**src/rtl/mac_dot_seq_if.sv**
```systemverilog
// Job command, beat stream and result handshake for the dot-product sequencer.
interface mac_dot_seq_if #(
    parameter int unsigned a_bw    = 2,
    parameter int unsigned b_bw    = 4,
    parameter int unsigned psum_bw = 16,
    parameter int unsigned len_bw  = 8
);
    logic                start;
    logic [len_bw-1:0]   len;
    logic [psum_bw-1:0]  psum_init;
    logic                abort;
    logic                in_valid;
    logic                in_ready;
    logic [a_bw-1:0]     in_a;
    logic [b_bw-1:0]     in_b;
    logic                out_valid;
    logic                out_ready;
    logic [psum_bw-1:0]  out_psum;
    logic                busy;
    logic [len_bw-1:0]   beat_cnt;

    modport master (
        output start, len, psum_init, abort, in_valid, in_a, in_b, out_ready,
        input  in_ready, out_valid, out_psum, busy, beat_cnt
    );

    modport slave (
        input  start, len, psum_init, abort, in_valid, in_a, in_b, out_ready,
        output in_ready, out_valid, out_psum, busy, beat_cnt
    );
endinterface

```
**src/rtl/mac_dot_seq.sv**
```systemverilog
// Sequences one dot-product job through a single MAC: unsigned activation x
// signed weight accumulated into a wrapping signed psum.
module mac_dot_seq #(
    parameter int unsigned a_bw    = 2,
    parameter int unsigned b_bw    = 4,
    parameter int unsigned psum_bw = 16,
    parameter int unsigned len_bw  = 8
) (
    input  logic          clk,
    input  logic          reset,
    mac_dot_seq_if.slave  bus
);
    localparam int unsigned prod_w = a_bw + b_bw + 1;

    typedef enum logic [1:0] {
        IDLE  = 2'd0,
        ACCUM = 2'd1,
        DONE  = 2'd2
    } state_t;

    state_t                     state, state_nxt;
    logic signed [psum_bw-1:0]  acc, acc_nxt;
    logic [len_bw-1:0]          cnt, cnt_nxt;
    logic [len_bw-1:0]          len_q, len_nxt;
    logic signed [prod_w-1:0]   a_ext, b_ext, prod;

    // Next-state, accumulator and counter logic
    always_comb begin
        state_nxt = state;
        acc_nxt   = acc;
        cnt_nxt   = cnt;
        len_nxt   = len_q;
        a_ext     = prod_w'($signed({1'b0, bus.in_a}));
        b_ext     = prod_w'($signed(bus.in_b));
        prod      = a_ext * b_ext;

        case (state)
            IDLE: begin
                if (bus.start) begin
                    acc_nxt   = $signed(bus.psum_init);
                    cnt_nxt   = '0;
                    len_nxt   = bus.len;
                    state_nxt = (bus.len == '0) ? DONE : ACCUM;
                end
            end
            ACCUM: begin
                // abort wins over a beat arriving in the same cycle
                if (bus.abort) begin
                    acc_nxt   = '0;
                    cnt_nxt   = '0;
                    state_nxt = IDLE;
                end else if (bus.in_valid && bus.in_ready) begin
                    acc_nxt = acc + psum_bw'(prod);
                    cnt_nxt = cnt + len_bw'(1);
                    if (cnt == len_q - len_bw'(1)) begin
                        state_nxt = DONE;
                    end
                end
            end
            DONE: begin
                if (bus.out_valid && bus.out_ready) begin
                    cnt_nxt   = '0;
                    state_nxt = IDLE;
                end
            end
            default: begin
                state_nxt = IDLE;
            end
        endcase
    end

    // State and registered outputs, the latter derived from the next state
    always_ff @(posedge clk) begin
        if (reset) begin
            state         <= IDLE;
            acc           <= '0;
            cnt           <= '0;
            len_q         <= '0;
            bus.in_ready  <= 1'b0;
            bus.out_valid <= 1'b0;
            bus.out_psum  <= '0;
            bus.busy      <= 1'b0;
            bus.beat_cnt  <= '0;
        end else begin
            state         <= state_nxt;
            acc           <= acc_nxt;
            cnt           <= cnt_nxt;
            len_q         <= len_nxt;
            bus.in_ready  <= (state_nxt == ACCUM);
            bus.out_valid <= (state_nxt == DONE);
            bus.out_psum  <= (state_nxt == DONE) ? acc_nxt : '0;
            bus.busy      <= (state_nxt != IDLE);
            bus.beat_cnt  <= (state_nxt == IDLE) ? '0 : cnt_nxt;
        end
    end
endmodule
```
**src/flat_wrapper.sv**
```systemverilog
// flat-port wrapper written by rule: the top's interface ports become plain ports
module mac_dot_seq_flat 
#(
    parameter int unsigned a_bw    = 2,
    parameter int unsigned b_bw    = 4,
    parameter int unsigned psum_bw = 16,
    parameter int unsigned len_bw  = 8
)
  (clk, reset, bus_start, bus_len, bus_psum_init, bus_abort, bus_in_valid, bus_in_a, bus_in_b, bus_out_ready, bus_in_ready, bus_out_valid, bus_out_psum, bus_busy, bus_beat_cnt);
  mac_dot_seq_if #(.a_bw(a_bw), .b_bw(b_bw), .psum_bw(psum_bw), .len_bw(len_bw)) bus_i ();
  input  logic clk;
  input  logic reset;
  input wire logic [$bits(bus_i.start)-1:0] bus_start;
  input wire logic [$bits(bus_i.len)-1:0] bus_len;
  input wire logic [$bits(bus_i.psum_init)-1:0] bus_psum_init;
  input wire logic [$bits(bus_i.abort)-1:0] bus_abort;
  input wire logic [$bits(bus_i.in_valid)-1:0] bus_in_valid;
  input wire logic [$bits(bus_i.in_a)-1:0] bus_in_a;
  input wire logic [$bits(bus_i.in_b)-1:0] bus_in_b;
  input wire logic [$bits(bus_i.out_ready)-1:0] bus_out_ready;
  output wire logic [$bits(bus_i.in_ready)-1:0] bus_in_ready;
  output wire logic [$bits(bus_i.out_valid)-1:0] bus_out_valid;
  output wire logic [$bits(bus_i.out_psum)-1:0] bus_out_psum;
  output wire logic [$bits(bus_i.busy)-1:0] bus_busy;
  output wire logic [$bits(bus_i.beat_cnt)-1:0] bus_beat_cnt;
  assign bus_i.start = bus_start;
  assign bus_i.len = bus_len;
  assign bus_i.psum_init = bus_psum_init;
  assign bus_i.abort = bus_abort;
  assign bus_i.in_valid = bus_in_valid;
  assign bus_i.in_a = bus_in_a;
  assign bus_i.in_b = bus_in_b;
  assign bus_i.out_ready = bus_out_ready;
  assign bus_in_ready = bus_i.in_ready;
  assign bus_out_valid = bus_i.out_valid;
  assign bus_out_psum = bus_i.out_psum;
  assign bus_busy = bus_i.busy;
  assign bus_beat_cnt = bus_i.beat_cnt;
  mac_dot_seq #(.a_bw(a_bw), .b_bw(b_bw), .psum_bw(psum_bw), .len_bw(len_bw)) u_core (.clk(clk), .reset(reset), .bus(bus_i));
endmodule
```
**config.mk**
```make
export PLATFORM = sky130hd
export DESIGN_NAME = mac_dot_seq_flat
export DESIGN_NICKNAME = d
export VERILOG_FILES = /design/src/rtl/mac_dot_seq_if.sv /design/src/rtl/mac_dot_seq.sv /design/src/flat_wrapper.sv
export SDC_FILE = /design/constraint.sdc
export NUM_CORES = 1
export LEC_CHECK = 0
export BUFFER_PORTS_ARGS = -buffer_cell sky130_fd_sc_hd__clkbuf_2
export CORE_MARGIN = 2
export CORE_UTILIZATION = 25
export DETAILED_ROUTE_END_ITERATION = 6
export GPL_ROUTABILITY_DRIVEN = 0
export PLACE_DENSITY = 0.4
export SLEW_MARGIN = 15
export SYNTH_ARGS = -nofsm -noshare
export SYNTH_HDL_FRONTEND = slang
export SYNTH_SLANG_ARGS = --single-unit
```
**constraint.sdc**
```tcl
create_clock -name clk -period 4.75 [get_ports clk]
set_input_delay 0.7125 -clock clk [delete_from_list [all_inputs] [get_ports clk]]
set_output_delay 0.7125 -clock clk [all_outputs]
set_load 0.1 [all_outputs]
```
# Yosys cells after proc, flatten, opt, wreduce, memory -nomap -nowiden
# Cells that the tools add are included.
# word_totals
wordCells	44
in_bits	36
out_inout_bits	27
regBits	61
rom_bits	0
latchBits	0
ramBits	0
mem_count	0
# classes
shift	0
bitwise_logic	1
n_addsub	3
mul	1
reduce_logical	9
n_div	0
order_cmp	0
mux	16
eq_ne	5
# op_table
operator	n
16-bit two-way mux	3
8-bit two-way mux	4
16-bit case mux with 2 select lines	1
8-bit case mux with 3 select lines	1
16-bit by 7-bit adder with 16-bit output	1
2-bit two-way mux	6
8-bit by 1-bit adder with 8-bit output (second input constant)	1
8-bit == test	1
8-bit zero test	1
8-bit by 1-bit subtractor with 8-bit output (second input constant)	1
3-bit by 4-bit multiplier with 7-bit output	1
2-bit case mux with 3 select lines	1
2-bit by 1-bit == test with 1-bit output (second input constant)	2
2-bit == test (second input constant)	2
2-bit zero test	2
2-bit OR reduction	2
1-bit logical AND	2
2-bit AND reduction	1
2-bit nonzero test	1
1-bit NOT	1

# Longest topological paths before layout
# Gate-level depths: netlist of run 1.
# depth
ltp_word	9
ltp_mapped	14

# Worst setup path after synthesis of run 1
# OpenSTA, ideal clock, no wires.
# synth_path
path_type	input port to flip-flop
startpoint	input bus_in_b[2]
endpoint	register u_core.acc[15]
setup_slack_ps	1146
cell_stages	10
arrival_time_ps	3472
path_buffers	0
setup_ps	132
required_time_ps	4618
path_cell_list	and2_1 > ha_1 > fa_1 > fa_1 > a21o_1 > a221oi_1 > nor3b_1 > or3_1 > a21oi_1 > nor3_1
# synth_via
elab_chain_cells	5
# synth_lines
item	line_no	rtl
start, declared	flat_wrapper.sv:19	input wire logic [$bits(bus_i.in_b)-1:0] bus_in_b;
3-bit by 4-bit multiplier with 7-bit output	mac_dot_seq.sv:35	prod = a_ext * b_ext;
16-bit by 7-bit adder with 16-bit output	mac_dot_seq.sv:53	acc_nxt = acc + psum_bw'(prod);
16-bit two-way mux	mac_dot_seq.sv:52	end else if (bus.in_valid && bus.in_ready) begin
16-bit two-way mux	mac_dot_seq.sv:48	if (bus.abort) begin
16-bit case mux with 2 select lines	mac_dot_seq.sv:37	case (state)
end signal, assigned	mac_dot_seq.sv:86	acc <= acc_nxt;
end, declared	mac_dot_seq.sv:22	logic signed [psum_bw-1:0] acc, acc_nxt;
# Every way passes these cells.
# A chain may end at the register's enable or synchronous reset.

# Worst setup path in the final report of run 1
# layout_path
startpoint	input bus_in_a[0]
endpoint	register u_core.acc[15]
# layout_via
elab_chain_cells	5
# layout_lines
item	line_no	rtl
start, declared	flat_wrapper.sv:18	input wire logic [$bits(bus_i.in_a)-1:0] bus_in_a;
3-bit by 4-bit multiplier with 7-bit output	mac_dot_seq.sv:35	
16-bit by 7-bit adder with 16-bit output	mac_dot_seq.sv:53	
16-bit two-way mux	mac_dot_seq.sv:52	
16-bit two-way mux	mac_dot_seq.sv:48	
16-bit case mux with 2 select lines	mac_dot_seq.sv:37	
# Every way passes these cells.

==> results of run 1 <==
-- placed cells by master (no fill, tap or decap), drive strengths merged, types with 3 or more instances in the layout --
cell and count:
clkbuf 74, and2b 5, a22oi 6, o21a 6, o21ai 26, nand4 5, nor2 36, a211oi 10
a31oi 6, nor3 8, o31a 3, a221oi 4, a221o 8, clkinv 3, inv 19, and2 15
nor4 4, mux2i 8, xnor2 15, ha 33, a21o 9, dfxtp 61, nor2b 24, nand3 6
a21oi 29, fa 4, xor2 6, nand2b 14, nand2 40
-- sequential cells by signal, indices dropped and copies added (netlist names) --
| name | count |
|---|---|
| u_core.acc | 16 |
| u_core.bus.out_psum | 16 |
| u_core.bus.beat_cnt | 8 |
| u_core.cnt | 8 |
| u_core.len_q | 8 |
| u_core.state | 2 |
| u_core.bus.busy | 1 |
| u_core.bus.in_ready | 1 |
| u_core.bus.out_valid | 1 |
-- area by class of cell --
cell class | count | area share, %
sequential | 61 | 26.7
timing repair buffer | 62 | 6.79
multi-input combinational | 355 | 53.7
tap | 188 | 5.15
clock inverter | 4 | 0.493
clock buffer | 12 | 5.61
inverter | 19 | 1.56
-- layer usage --
layer | up-vias | track usage [%] | share of wire, %
met4 | 0 | 5.04 | 1.6
met2 | 59 | 24.2 | 49
met3 | 11 | 3.22 | 3.4
met1 | 1596 | 17.3 | 46
met5 | - | 0 | 0
li1 | 1733 | - | -
-- critical path, stage by stage --
cell	delay (ns)
clkbuf_2	0.10
and2_1	0.14
ha_1	0.31
fa_1	0.52
fa_1	0.47
a21o_1	0.21
a221oi_1	0.68
nor3b_1	0.15
or3_1	0.34
a21oi_1	0.20
nor3_1	0.07
-- power by group --
part	switching (mW)	total, mW	leakage, nW	internal, mW
sequential	0.0222	0.551	0.496	0.529
clock	0.245	0.624	0.138	0.379
combinational	0.180	0.305	1.44	0.125
-- logic make-up after synthesis --
family,Yosys count
simple gates,168
flops,61
buf+inv,37
compound gates,121
mux,8
fa+ha+maj,37
xor+xnor,21
-- stage by stage --
step / cell area, um^2 / util (%) / instances / setup slack (ns)
detailed placement: 4290 / 28.5 / 685 / 0.679
finish: 4570 / 30.4 / 701 / 1.03
floorplan: 3810 / - / 453 / 1.15
CTS: 4570 / 30.4 / 701 / 1.03
global route: 4570 / 30.4 / 701 / 0.732
global placement: 4290 / 28.5 / 685 / 0.694
-- synthesized netlist by cell type, drive strengths merged, types with 8 or more instances --
cell | instances | area share [%]
and2 | 15 | 2.5
xnor2 | 15 | 3.4
dfxtp | 61 | 32
a221o | 8 | 2.1
mux2i | 8 | 2.1
a211oi | 10 | 2.1
nor3 | 8 | 1.0
o21ai | 26 | 3.4
nor2b | 24 | 3.9
a21o | 9 | 1.8
ha | 33 | 11
nand2b | 14 | 2.3
a21oi | 29 | 3.8
nor2 | 36 | 3.5
nand2 | 40 | 3.9
inv | 19 | 1.9
clkbuf | 15 | 1.5
-- final timing paths --
check,from,to,slack [ns],depth (start not counted)
worst max register to register,u_core.acc[2]$_SDFF_PP0_,u_core.acc[15]$_SDFF_PP0_,1.60,8
worst max-delay path,bus_in_a[0],u_core.acc[15]$_SDFF_PP0_,1.03,11
worst min-delay path,u_core.len_q[7]$_SDFFE_PP0P_,u_core.len_q[7]$_SDFFE_PP0P_,0.48,2
worst min register to register,u_core.len_q[7]$_SDFFE_PP0P_,u_core.len_q[7]$_SDFFE_PP0P_,0.48,2
==> impl_results.md, run 1 <==
- Status: completed
- Drt wl/cell: 15.8 um
- Finish-stage setup viols: 0
- PwrDens: between 300 and 400 nW/um^2
- First-pass GRT wire length: 17500 um
- Worst rel slew slack: 37.4%
- Cts hold-fix bufs: 0
- Setup TNS: 0 ns
- Number of synthesized register bits: between 60 and 70
- CP max FO: 5
- Max Fclk: between 0.2 and 0.3 GHz
- Clock buffer depth: 2
- Post-route ant nets: 0
- Final Critical Period: 3.72 ns
- Max IR drop VDD: between 0.15 and 0.2 mV
- Simple-gate share of the synthesized area: 22.7%
- Clock transition at path regs: 0.06 ns
- Max cap viols: 0
- Seq/Total Area, Yosys: 32.0%
- Port bufs: just over 60
- Worst-margin pin slew: 0.938 ns
- DIE AREA: 16300 um^2
- WS Path Type: input pin to register
- Crit. End Element: register
- CTS sink cnt: 61
- FF+latch area: 1220 um^2
- Xor/xnor share of the synthesized area: between 4 and 5%
- Gr ovfl total: 0
- H-Tree Depth: 3
- Vias per cell: 4.85
- Remaining routing DRC violations: 0
- Row Count: 45
- Fin. Hold Viols: 0
- Total length of routed wires: 11100 um
- CTS root buf: clkbuf_16
- Synth async-reset ratio: 0%
- Drt pass-1 iters: 4
- Critical Path Start Type: input pin
- Mux cell area share after synthesis: 2.10%
- Pins Over Slew Limit: 0
- Min-delay worst type: register to register
- Setup bufs post-CTS: 0
- DRT iter0 DRCs: 177
- CTS resizes: 0
- Initial antenna violation count: 0
- CTS tree: built
- Synthesized instance count: 453
- Req. time, crit path: just under 5 ns
- Final period util: 78.4%
- CP arrival: between 3 and 4 ns
- DR vias: roughly 3400
- Leak pwr: ~2.1 nW
- Total CTS buffers: 9
- Starting Density: 25.4%
- Vias in the first global route: about 3400
- Compound-Gate Fraction of Synth Area: 21.7%
- Largest family of logic cells by synthesized area: simple AND/OR/NAND/NOR gates
- Post-synth EDFFs: 0
- Syn_nets: 526
- Syn avg cell area: between 8 and 9 um^2
- Fill count: 1616
- Post-Syn Area: 3810 um^2
- Final HPWL DP: roughly 8500 um
- Largest net degree at the start of global routing: 34
- Die H: 128 um
- Worst-Skew Late Latency: ~0.34 ns
- P&R area growth vs syn: 19.7%
- Hold WS: 0.477 ns
- Netlist cell types: 54
- Area of the multi-input gates: 2450 um^2
- Ports: 63
- Layout cells sized above 1: 16.8%
- ANT cells: 0
- Synth Warn #: 0
- RSZ-0062 raised after global routing: no
- Die X: 128 um
- Total power: between 1 and 1.5 mW
- Total GRT Usage: 14.1%
- Main synth FF type: dfxtp_1
- Final nets: 581
- Max Clock Skew: 0.00846 ns
- Core Box Area: 15000 um^2
- Adder-Cell Fraction of Synth Area: 12.9%
Power figures use the tool's default switching activity.
==> run 2, diff against run 1 <==
ABC_AREA = 1   (was not set)
PLACE_DENSITY = 0.41   (was 0.4)
clock period = 3.29 ns   (was 4.75 ns; I/O delays follow)
==> run 2 against run 1 <==
Sequential share of layout area shrank 1.7 points. Power up 48%. Hold slack worse by 0.061 ns. Via count increased by 15%. Wire length increased by 6.8%.
==> impl_results.md, run 2 <==
- P&R area growth vs syn: 22.0% (was 19.7%)
- Routed met3 length: 516 um (was 380 um)
- Share of the synthesized area in the top cell type: 30.6% (was 32.0%)
- CTS tree: built (unchanged)
- Finish-stage setup viols: 0 (unchanged)
- Worst-Skew Late Latency: 0.34 ns (about the same)
- Met2 wire length: 5290 um (was 5440 um)
- DIE AREA: 17000 um^2 (was 16300 um^2)
- Pins Over Slew Limit: 0 (unchanged)
- CP max FO: 5 (unchanged)
- Vias in the first global route: 3896 (was 3392)
- Core Box Area: 15800 um^2 (was 15000 um^2)
- CTS resizes: 0 (unchanged)
- Gr ovfl total: 0 (unchanged)
- DR vias: 3909 (was 3399)
- H-Tree Depth: 3 (unchanged)
- Starting Density: 25.3% (was 25.4%)
- Synthesized instance count: 594 (was 453)
- ANT cells: 0 (unchanged)
- Critical Path Start Type: input pin (unchanged)
- FF+latch area: 1220 um^2 (unchanged)
- Largest registers: u_core.acc x16, u_core.bus.out_psum x16 (unchanged)
- Leak pwr: 2.46 nW (was 2.07 nW)
- CTS sink cnt: 61 (unchanged)
- Remaining routing DRC violations: 0 (unchanged)
- Min-delay worst type: input pin to register (was register to register)
- Worst-margin pin slew: 0.664 ns (was 0.938 ns)
- Initial antenna violation count: 0 (unchanged)
- DRT iter0 DRCs: 182 (was 177)
- Req. time, crit path: 3.50 ns (was 4.94 ns)
- Setup slack after layout: 0.393 ns (was 1.03 ns)
- Post-route ant nets: 0 (unchanged)
- First-pass GRT wire length: 19400 um (was 17500 um)
- Syn avg cell area: 6.72 um^2 (was 8.42 um^2)
- Post-synth EDFFs: 0 (unchanged)
- Largest family of logic cells by synthesized area: simple AND/OR/NAND/NOR gates (unchanged)
- Worst rel slew slack: 55.7% (was 37.4%)
- Compound-Gate Fraction of Synth Area: 15.8% (was 21.7%)
- Post-synth top cells: 132 x nand2_1, 92 x inv_1, 77 x nor2_1 (was 61 x dfxtp_1, 40 x nand2_1, 36 x nor2_1)
- PwrDens: 449 nW/um^2 (was 324 nW/um^2)
- Synth top area cells: dfxtp_1 31%, nand2_1 12%, ha_1 10% (was dfxtp_1 32%, ha_1 11%, nand2_1 3.9%)
- Main synth FF type: dfxtp_1 (unchanged)
- Final cell utilization of the core: 30.9% (was 30.4%)
- Die H: 130 um (was 128 um)
- Max IR drop VDD: 0.234 mV (was 0.173 mV)
- Total CTS buffers: 9 (unchanged)
- Total length of routed wires: 11800 um (was 11100 um)
- Total GRT Usage: 14.9% (was 14.1%)
- Xor/xnor share of the synthesized area: 3.07% (was 4.82%)
- Area of the multi-input gates: 2320 um^2 (was 2450 um^2)
- Drt wl/cell: 13.4 um (was 15.8 um)
- Commonest non-fill, non-tap cell in the layout: nand2_1 (was clkbuf_2)
- Area leader, netlist: dfxtp_1 (unchanged)
- Setup bufs post-CTS: 0 (unchanged)
- Final Critical Period: a little under 3 ns
- CTS root buf: clkbuf_16 (unchanged)
- Final nets: 735 (was 581)
- Largest net degree at the start of global routing: 28 (was 34)
- Drt pass-1 iters: 4 (unchanged)
- Layout cells sized above 1: 15.9% (was 16.8%)
- Fill count: 1795 (was 1616)
- Final HPWL DP: 8850 um (was 8460 um)
- Port bufs: 62 (unchanged)
- Adder-Cell Fraction of Synth Area: 12.4% (was 12.9%)
- RSZ-0062 raised after global routing: no (unchanged)
- Crit. End Element: register (unchanged)
- Synth Warn #: 0 (unchanged)
- Syn_nets: 667 (was 526)
- Clock transition at path regs: 0.06 ns (about the same)
- Mux cell area share after synthesis: 0% (was 2.10%)
- Max Fclk: 0.345 GHz
- Clock buffer depth: 2 (unchanged)
- CP arrival: 3.11 ns (was 3.92 ns)
- Number of synthesized register bits: 61 (unchanged)
- M1 WL: 5880 um (was 5070 um)
- Status: completed (unchanged)
- DR top layer: met4 (unchanged)
- Synth async-reset ratio: 0% (unchanged)
- Max Clock Skew: 0.0124 ns (was 0.00846 ns)
- WS Path Type: input pin to register (unchanged)
- Netlist cell types: 33 (was 54)
- Fin. Hold Viols: 0 (unchanged)
- Simple-gate share of the synthesized area: 27.0% (was 22.7%)
- Setup TNS: 0 ns (unchanged)
- Seq/Total Area, Yosys: 30.6% (was 32.0%)
- Die X: 130 um (was 128 um)
- Place WS: 0.0469 ns (was 0.679 ns)
- Most frequent cells in the layout: 132 x nand2_1, 92 x inv_1, 77 x nor2_1, 62 x clkbuf_2, 61 x dfxtp_1 (was 62 x clkbuf_2, 61 x dfxtp_1, 40 x nand2_1, 36 x nor2_1, 33 x ha_1)
- Post-Syn Area: 3990 um^2 (was 3810 um^2)
- Vias per cell: 4.43 (was 4.85)
- Cts hold-fix bufs: 0 (unchanged)
- Final period util: 88.0%
- Row Count: 46 (was 45)
- Ports: 63 (unchanged)
- Max cap viols: 0 (unchanged)
- Most common cell in the netlist: nand2_1 (was dfxtp_1)
[run 2: cells by family (layout without fill, tap and decap cells)]
group | after synthesis | after routing
fa+ha+maj | 37 | 37
simple gates | 259 | 259
compound gates | 112 | 112
xor+xnor | 14 | 14
buf+inv | 111 | 184
flops | 61 | 61
[run 2: cell type report]
type / count / area share (%)
Timing Repair Buffer: 74 / 8.22
Inverter: 94 / 7.24
Clock buffer: 11 / 4.98
Sequential cell: 61 / 25.1
Clock inverter: 5 / 1.21
Tap cell: 216 / 5.55
Multi-Input combinational cell: 422 / 47.7
[run 2: worst max-delay path: stages]
cell and delay, ns:
clkbuf_2 0.11, nand2_1 0.09, inv_1 0.06, ha_1 0.27
inv_1 0.05, fa_1 0.50, inv_1 0.04, ha_1 0.33
nand2_1 0.07, a21oi_1 0.30, nand2_1 0.08, nand2_1 0.17
nand2_1 0.07, nand2_1 0.08, nor2_1 0.04, o21ai_0 0.16
nand2_1 0.06, nand2_1 0.08, nor2_1 0.04
[run 2: metrics by stage]
stage               instances  total power, mW  cell area (um^2)  hold slack, ns
floorplan                 594             1.11              3990           0.469
global placement          867             1.24              4570           0.531
detailed placement        867             1.24              4570           0.536
CTS                       883             2.23              4870           0.392
global route              883             2.33              4870           0.406
finish                    883             2.19              4870           0.415
[run 2: path summary, 6_finish.rpt]
check | startpoint | endpoint | slack, ns | cells past startpoint
setup / recovery | bus_in_a[0] | u_core.bus.out_psum[11]$_SDFF_PP0_ | 0.39 | 19
hold / removal | bus_len[5] | u_core.len_q[5]$_SDFFE_PP0P_ | 0.42 | 3
setup reg to reg | u_core.acc[4]$_SDFF_PP0_ | u_core.bus.out_psum[11]$_SDFF_PP0_ | 0.72 | 15
hold reg to reg | u_core.acc[4]$_SDFF_PP0_ | u_core.acc[4]$_SDFF_PP0_ | 0.55 | 2
[run 2: metal layers]
metal | up-vias | track usage, %
met1 | 1781 | 19.1
met5 | - | 0
li1 | 2045 | -
met2 | 75 | 24.8
met4 | 0 | 3.69
met3 | 8 | 4.22
[run 2: where the power goes]
group	leakage (nW)	switching, mW	internal (mW)	total (mW)
Combinational	1.82	0.277	0.159	0.435
Sequential	0.496	0.0222	0.763	0.785
Clock	0.142	0.360	0.608	0.968
